File: config.mk
export PLATFORM = sky130hd
export DESIGN_NAME = wb_trace_tx
export DESIGN_NICKNAME = d
export VERILOG_FILES = /design/src/rtl/wb_trace_tx.sv
export SDC_FILE = /design/constraint.sdc
export NUM_CORES = 1
export LEC_CHECK = 0
export ABC_AREA = 1
export CAP_MARGIN = 20
export CORE_AREA = 2 2 176 178
export CTS_CLUSTER_SIZE = 12
export DETAILED_ROUTE_END_ITERATION = 16
export DIE_AREA = 0 0 178 180
export DONT_BUFFER_PORTS = 1
export GPL_ROUTABILITY_DRIVEN = 0
export MAX_ROUTING_LAYER = met4
export PLACE_DENSITY = 0.61
export SKIP_LAST_GASP = 1
export SYNTH_ARGS = -nofsm -noshare
export SYNTH_HDL_FRONTEND = slang
export SYNTH_SLANG_ARGS = --single-unit
File: constraint.sdc
create_clock -name clk -period 10.17 [get_ports clk]
set_clock_uncertainty 0.05 [all_clocks]
set_input_delay 1.017 -clock clk [delete_from_list [all_inputs] [get_ports clk]]
set_output_delay 1.017 -clock clk [all_outputs]
set_load 0.02 [all_outputs]
File: src/rtl/wb_trace_tx.sv
// Writeback-event trace transmitter: queues {A3, WD3} events in a FIFO and sends each one as a byte-serial frame.
// Optional macro TRACE_FLAGS_EN adds a FLG byte {3'b000, BranchTaken, ALUFlags} to every frame.
module wb_trace_tx #(
    parameter int unsigned DEPTH = 8
) (
    input  logic        clk,
    input  logic        reset,
    input  logic        RegWrite,
    input  logic [3:0]  A3,
    input  logic [31:0] WD3,
    input  logic [3:0]  ALUFlags,
    input  logic        BranchTaken,
    output logic [7:0]  tx_data,
    output logic        tx_valid,
    input  logic        tx_ready,
    output logic        overflow,
    output logic [4:0]  fifo_count
);
    localparam int unsigned AW = (DEPTH > 1) ? $clog2(DEPTH) : 1;
`ifdef TRACE_FLAGS_EN
    localparam int unsigned EW = 41;
`else
    localparam int unsigned EW = 36;
`endif

    typedef enum logic [2:0] {
        IDLE,
        HDR,
        D3,
        D2,
        D1,
`ifdef TRACE_FLAGS_EN
        D0,
        FLG
`else
        D0
`endif
    } state_t;

    logic [EW-1:0] r_mem [DEPTH];
    logic [AW-1:0] r_wptr;
    logic [AW-1:0] r_rptr;
    logic [4:0]    r_count;
    logic          r_overflow;
    state_t        r_state;
    logic [7:0]    r_tx_data;
    logic          r_tx_valid;

    logic [EW-1:0] w_entry;
    logic [EW-1:0] w_head;
    logic [EW-1:0] w_next;
    logic [AW-1:0] w_rptr_nx;
    logic          w_xfer;
    logic          w_last;
    logic          w_pop;
    logic          w_full;
    logic          w_push;
    state_t        w_succ;

`ifdef TRACE_FLAGS_EN
    assign w_entry = {BranchTaken, ALUFlags, A3, WD3};
    assign w_last  = (r_state == FLG);
`else
    logic w_unused_flags;
    assign w_unused_flags = ^{ALUFlags, BranchTaken};
    assign w_entry = {A3, WD3};
    assign w_last  = (r_state == D0);
`endif

    assign w_rptr_nx = r_rptr + 1'b1;
    assign w_head    = r_mem[r_rptr];
    assign w_next    = r_mem[w_rptr_nx];
    assign w_xfer    = r_tx_valid && tx_ready;
    assign w_pop     = w_xfer && w_last;
    assign w_full    = (r_count == 5'(DEPTH));
    // A full FIFO still accepts a push when the head is popped on the same edge.
    assign w_push    = RegWrite && (!w_full || w_pop);

    assign tx_data    = r_tx_data;
    assign tx_valid   = r_tx_valid;
    assign overflow   = r_overflow;
    assign fifo_count = r_count;

    function automatic logic [7:0] byte_of(input state_t s, input logic [EW-1:0] e);
        case (s)
            HDR:     byte_of = {4'hA, e[35:32]};
            D3:      byte_of = e[31:24];
            D2:      byte_of = e[23:16];
            D1:      byte_of = e[15:8];
            D0:      byte_of = e[7:0];
`ifdef TRACE_FLAGS_EN
            FLG:     byte_of = {3'b000, e[40:36]};
`endif
            default: byte_of = '0;
        endcase
    endfunction

    always_comb begin
        w_succ = IDLE;
        case (r_state)
            HDR:     w_succ = D3;
            D3:      w_succ = D2;
            D2:      w_succ = D1;
            D1:      w_succ = D0;
`ifdef TRACE_FLAGS_EN
            D0:      w_succ = FLG;
`endif
            default: w_succ = IDLE;
        endcase
    end

    always_ff @(posedge clk) begin
        if (w_push) begin
            r_mem[r_wptr] <= w_entry;
        end
    end

    always_ff @(posedge clk or posedge reset) begin
        if (reset) begin
            r_wptr     <= '0;
            r_rptr     <= '0;
            r_count    <= '0;
            r_overflow <= 1'b0;
        end else begin
            if (w_push) begin
                r_wptr <= r_wptr + 1'b1;
            end
            if (w_pop) begin
                r_rptr <= w_rptr_nx;
            end
            if (RegWrite && !w_push) begin
                r_overflow <= 1'b1;
            end
            case ({w_push, w_pop})
                2'b10:   r_count <= r_count + 5'd1;
                2'b01:   r_count <= r_count - 5'd1;
                default: r_count <= r_count;
            endcase
        end
    end

    // tx_data is loaded with the byte of the state being entered, so it is registered and stable.
    always_ff @(posedge clk or posedge reset) begin
        if (reset) begin
            r_state    <= IDLE;
            r_tx_valid <= 1'b0;
            r_tx_data  <= '0;
        end else begin
            case (r_state)
                IDLE: begin
                    if (r_count != '0) begin
                        r_state    <= HDR;
                        r_tx_valid <= 1'b1;
                        r_tx_data  <= byte_of(HDR, w_head);
                    end
                end
                default: begin
                    if (w_xfer) begin
                        if (w_last) begin
                            if (r_count > 5'd1) begin
                                r_state   <= HDR;
                                r_tx_data <= byte_of(HDR, w_next);
                            end else begin
                                r_state    <= IDLE;
                                r_tx_valid <= 1'b0;
                                r_tx_data  <= '0;
                            end
                        end else begin
                            r_state   <= w_succ;
                            r_tx_data <= byte_of(w_succ, w_head);
                        end
                    end
                end
            endcase
        end
    end
endmodule

==> results of run 1 <==
[cell usage in the layout (no fill, tap or decap), types with 9 or more instances in the layout]
cell type | Yosys | routed
o21ai_0 | 104 | 104
nor2_1 | 159 | 159
nand3_1 | 138 | 138
nor3_2 | 3 | 11
nand2_1 | 241 | 241
edfxtp_1 | 288 | 288
or2_2 | 23 | 23
inv_1 | 86 | 86
a21oi_1 | 14 | 14
o211ai_1 | 10 | 10
xor2_1 | 9 | 9
clkbuf_16 | 0 | 35
clkbuf_1 | 25 | 9
dfrtp_1 | 24 | 22
buf_4 | 1 | 16
[cells in the mapped netlist (5+ instances only)]
cell,number
a21oi_1,14
buf_2,34
clkbuf_1,25
dfrtp_1,24
edfxtp_1,288
ha_1,7
inv_1,86
nand2_1,241
nand3_1,138
nor2_1,159
nor3_1,9
o211ai_1,10
o21ai_0,104
o21ai_1,8
o221ai_1,6
or2_1,5
or2_2,23
xor2_1,9
[power by group]
part | total, uW | internal, uW | switching, uW
sequential | 1790 | 1630 | 156
combinational | 1400 | 411 | 994
clock | 1100 | 637 | 465
[worst max-delay path: cells and delay by family (launching register included)]
| kind | cells | cell delay, ns |
|---|---|---|
| buf+inv | 3 | 1.56 |
| simple gates | 7 | 0.80 |
| flops | 1 | 0.78 |
| compound gates | 1 | 0.42 |
[metal layers]
| layer | vias to the layer above | part of all wire | track usage |
|---|---|---|---|
| met2 | 257 | 0.48 | 0.3260 |
| met3 | 72 | 0.069 | 0.03997 |
| met4 | 0 | 0.031 | 0.06951 |
| met5 | - | 0 | - |
| met1 | 4148 | 0.42 | 0.2533 |
| li1 | 4148 | - | - |
[worst paths after layout]
check / to / slack [ns]
setup / recovery: tx_data[1]$_DFFE_PP0P_ / 6.39
hold / removal: fifo_count[4]$_DFFE_PP0P_ / 0.24
setup reg to reg: tx_data[1]$_DFFE_PP0P_ / 6.39
hold reg to reg: r_state[0]$_DFFE_PP0P_ / 0.51
max in group asynchronous: r_rptr[0]$_DFFE_PP0P_ / 9.46
min in group clk: r_state[0]$_DFFE_PP0P_ / 0.51
[per-stage QoR]
stage	util	std cells	hold slack (ns)
floorplan	-	1221	0.4618
global placement	0.4571	1571	0.4974
detailed placement	0.4571	1571	0.4988
CTS	0.4898	1624	0.5112
global route	0.4907	1625	0.2229
finish	0.4907	1625	0.2436
[logic make-up after synthesis]
kind of cell | share of synthesized area
compound gates | 0.05882
xor+xnor | 0.007831
fa+ha+maj | 0.006525
buf+inv | 0.04735
flops | 0.6890
simple gates | 0.1904
[final cells by class]
type / instances / area, um^2 / share of cell area
clock buffers: 45 / 923.4 / 0.06234
clock inverters: 8 / 63.81 / 0.004308
inverters: 92 / 350.3 / 0.02365
multi-input cells: 755 / 3578 / 0.2416
flip-flops and latches: 312 / 9254 / 0.6247
well taps: 396 / 495.5 / 0.03345
repair buffers: 17 / 147.6 / 0.009967
[sequential cells by signal, indices dropped and copies added, names as in the netlist]
signal	count
r_mem	288
r_state	3
r_rptr	3
tx_data	8
fifo_count	5
tx_valid	1
overflow	1
r_wptr	3
==> metrics, run 1 <==
Reg2Reg Launch Point=r_rptr[0]$_DFFE_PP0P_; Via density=5.308; placed inst area=13800 um^2; R2R depth=11; Area growth, synth to finish=10.36%; kind of end point of the critical path=register; Worst-Margin Slew=0.9716 ns; Remaining DRCs=0; CP Launch Type=register; wire per inst=19.17 um; initial antenna violation count=0; CTS Buffer Depth=3; PwrDens=289.9 nW/um^2; CTS Sinks=312; Hold Vio Cnt, Final=0; CP Class=reg -> reg; clock slew seen by the registers of the worst setup and hold paths=0.06 ns; main area contributors after synthesis=edfxtp_1 64%, nand2_1 6.7%, nand3_1 5.1%; cts hold-fix bufs=0; max incr delay on CP=0.86 ns; largest net degree at the start of global routing=96; total congestion overflow=0; root buffer cell=clkbuf_16; initial drt markers=686; HP Class=in -> async; Post-DP HPWL=16180 um; Mean Syn Cell Area=10.99 um^2; GRT Overall Usage=0.2017; Net Count, Synth=1273; Post-CTS Repair Setup Buffers=0; crit path cell chain=inv_4 -> buf_4 -> nand2_1 -> nand3_1 -> nand3_1 -> nand3_1 -> nand2_1 -> o21ai_0 -> nand3_1 -> nand2_1 -> inv_1; # setup viols final=0; Top cell by count, worst path=nand3_1; worst path required time=10.51 ns; Final min period=3.780 ns; Synth cell types=37; FP Rows=64; TNS Setup=0 ns; CP max stage cell=buf_4; Worst EP arrival=4.12 ns; Synth warnings=0; Final ANT Viol Nets=0; EDFF count, synth=288; status=finished, final reports clean; peak supply drop=0.1163 mV; IO Count=60; post-synthesis sequential area ratio=0.6890; initial cell density of the core=0.4446; Post-Synthesis Cells=1221; CP Max Fanout=95; final WL=31150 um; total power=4294 uW; Synth Register Bits=312; share of the synthesized area in the top cell type=0.6443; setup slack at placement=6.418 ns; RSZ-0062 raised after global routing=false; Rel. slew slack=0.3487; post-route clock period utilization=0.3717; Skew-Pair Late Insertion Delay=0.52 ns; n_diodes=0; die height=180 um; die width=178 um; layout cells sized above 1=0.08950; post-CTS sizing=0; Worst Setup SP=r_rptr[0]$_DFFE_PP0P_; max cap viols=0; # port buffers=0; P_leak=0.005486 uW; clock buffer count from CTS=34; DR pass1 iterations=7; Top FF cell, synth=edfxtp_1; Layout fillers=2607; core region area=30190 um^2; design area=14810 um^2; die area=32040 um^2; area leader, netlist=edfxtp_1; Final WS setup=6.390 ns; global-route wire length before repair=47710 um; routed via count=8625; H-tree levels=2; Final Net Count=1264; max-slew violation count=0; vias in the first global route=8450; Peak Freq=264.5 MHz; fraction of registers with async set/reset=0.07692; Netlist Area Pre-Place=13420 um^2; CTS tree=yes
Note: power is estimated with default switching activity, not from simulation.
==> run 2, diff against run 1 <==
--- a/config.mk
+++ b/config.mk
@@ -14,7 +14,7 @@
 export DONT_BUFFER_PORTS = 1
 export GPL_ROUTABILITY_DRIVEN = 0
 export MAX_ROUTING_LAYER = met4
-export PLACE_DENSITY = 0.61
+export PLACE_DENSITY = 0.63
 export SKIP_LAST_GASP = 1
 export SYNTH_ARGS = -nofsm -noshare
 export SYNTH_HDL_FRONTEND = slang
==> constraint.sdc (replaced) <==
create_clock -name clk -period 3.15 [get_ports clk]
set_clock_uncertainty 0.05 [all_clocks]
set_input_delay 0.315 -clock clk [delete_from_list [all_inputs] [get_ports clk]]
set_output_delay 0.315 -clock clk [all_outputs]
set_load 0.02 [all_outputs]
==> metrics, run 2 (same netlist as run 1, synthesis figures left out) <==
initial drt markers=679; GRT Overall Usage=0.1990; Worst EP arrival=2.81 ns; Remaining DRCs=0; Peak Freq=379.6 MHz; CP Max Fanout=36; layout cells sized above 1=0.09290; # setup viols final=0; cts hold-fix bufs=39; die area=32040 um^2; final WL=30410 um; FP Rows=64; Rel. slew slack=0.5097; post-CTS sizing=0; wire per inst=18.10 um; Post-DP HPWL=16420 um; clock buffer count from CTS=31; max incr delay on CP=0.52 ns; Final min period=2.634 ns; worst path required time=3.32 ns; crit path cell chain=inv_1 -> ha_1 -> nand2_1 -> o21ai_2 -> nand2_4 -> nand2_4 -> nand2_2 -> nand2_1 -> buf_4 -> nor3_4 -> buf_12; total congestion overflow=0; RSZ-0062 raised after global routing=false; # port buffers=0; Worst-Margin Slew=0.7347 ns; initial antenna violation count=3; sequential cell area=9254 um^2; CTS tree=yes; top routing layer in use=met4; status=finished, final reports clean; total power=13930 uW; area of the multi-input gates=3628 um^2; P_leak=0.005732 uW; max reg flops=288; wl on met1=13170 um; clock slew seen by the registers of the worst setup and hold paths=0.06 ns; initial cell density of the core=0.4446; post-route clock period utilization=0.8362; H-tree levels=1; CP Buf/Inv Count=3; met2 routed WL=14700 um; Area growth, synth to finish=14.79%; max-slew violation count=0; DR WL met3=2085 um; die height=180 um; Final Net Count=1313; peak supply drop=0.6184 mV; kind of end point of the critical path=register; global-route wire length before repair=47990 um; CP top delay family=simple AND/OR/NAND/NOR gates; most frequent cells in the layout=288 x edfxtp_1, 241 x nand2_1, 159 x nor2_1, 138 x nand3_1, 104 x o21ai_0; Worst R2R Setup Slack=0.52 ns; Layout fillers=2589; root buffer cell=clkbuf_16; CP Launch Type=register; Via density=5.267; HP Class=in -> reg; IO Count=60; CP Class=reg -> reg; die width=178 um; Post-CTS Repair Setup Buffers=0; vias in the first global route=8556; largest register by flop count=r_mem; DR pass1 iterations=5; Skew-Pair Late Insertion Delay=0.55 ns; final std cells w/o fill=1680; commonest non-fill, non-tap cell in the layout=edfxtp_1; Core Util, Final=0.5104; core region area=30190 um^2; PwrDens=904.3 nW/um^2; CTS Buffer Depth=3; CTS Sinks=312; largest net degree at the start of global routing=108; dpl cells=1584; Final ANT Viol Nets=0; max cap viols=0; Hold Vio Cnt, Final=0; routed via count=8848; CP max stage cell=dfrtp_1
==> run 2: cell types whose count changed in the layout (fill, tap and decap cells not counted), sizes merged <==
cell and change:
diode +3, dlygate4sd3 +39, clkinv -6, clkbuf +4, bufinv +1, buf +13, clkinvlp +1
==> run 2: final cells by class <==
type	instances	area share
flip-flops and latches	312	0.6006
multi-input cells	755	0.2355
clock buffers	49	0.05538
repair buffers	69	0.05018
well taps	396	0.03216
inverters	92	0.02274
clock inverters	4	0.003004
diodes	3	0.0004872
==> run 2: where the power goes <==
part	internal (uW)	switching, uW	total, uW
clock	1910	1430	3340
sequential	5260	367	5630
combinational	1550	3420	4970
==> run 2: final timing paths <==
path,from,to,cells past startpoint
max in group asynchronous,reset,r_rptr[1]$_DFFE_PP0P_,3
hold / removal,RegWrite,fifo_count[2]$_DFFE_PP0P_,3
hold reg to reg,r_rptr[1]$_DFFE_PP0P_,r_rptr[1]$_DFFE_PP0P_,2
setup / recovery,fifo_count[1]$_DFFE_PP0P_,r_mem[2][10]$_DFFE_PP_,11
setup reg to reg,fifo_count[1]$_DFFE_PP0P_,r_mem[2][10]$_DFFE_PP_,11
min in group asynchronous,reset,r_rptr[2]$_DFFE_PP0P_,2
==> run 2: worst register-to-register path: stages, from the launching register on <==
cell and delay, ns:
dfrtp_1 0.52, inv_1 0.15, ha_1 0.21, nand2_1 0.10, o21ai_2 0.08, nand2_4 0.20
nand2_4 0.12, nand2_2 0.12, nand2_1 0.06, buf_4 0.21, nor3_4 0.17, buf_12 0.28
==> run 2: stage by stage <==
step | cell area [um^2] | hold WS [ns] | setup slack, ns | setup TNS [ns]
CTS | 15370 | 0.0007194 | 0.5034 | 0
detailed placement | 14080 | 0.3641 | 0.5272 | 0
global placement | 14080 | 0.3642 | 0.5388 | 0
finish | 15410 | 0.01789 | 0.5159 | 0
global route | 15410 | 0.01519 | 0.3174 | 0
floorplan | 13460 | 0.2796 | -0.2398 | -69.07
==> run 2: per-layer routing <==
metal / GRT usage / up-vias
met5: - / -
met4: 0.04230 / 0
met3: 0.03130 / 37
met2: 0.3262 / 279
met1: 0.2631 / 4271
li1: - / 4261
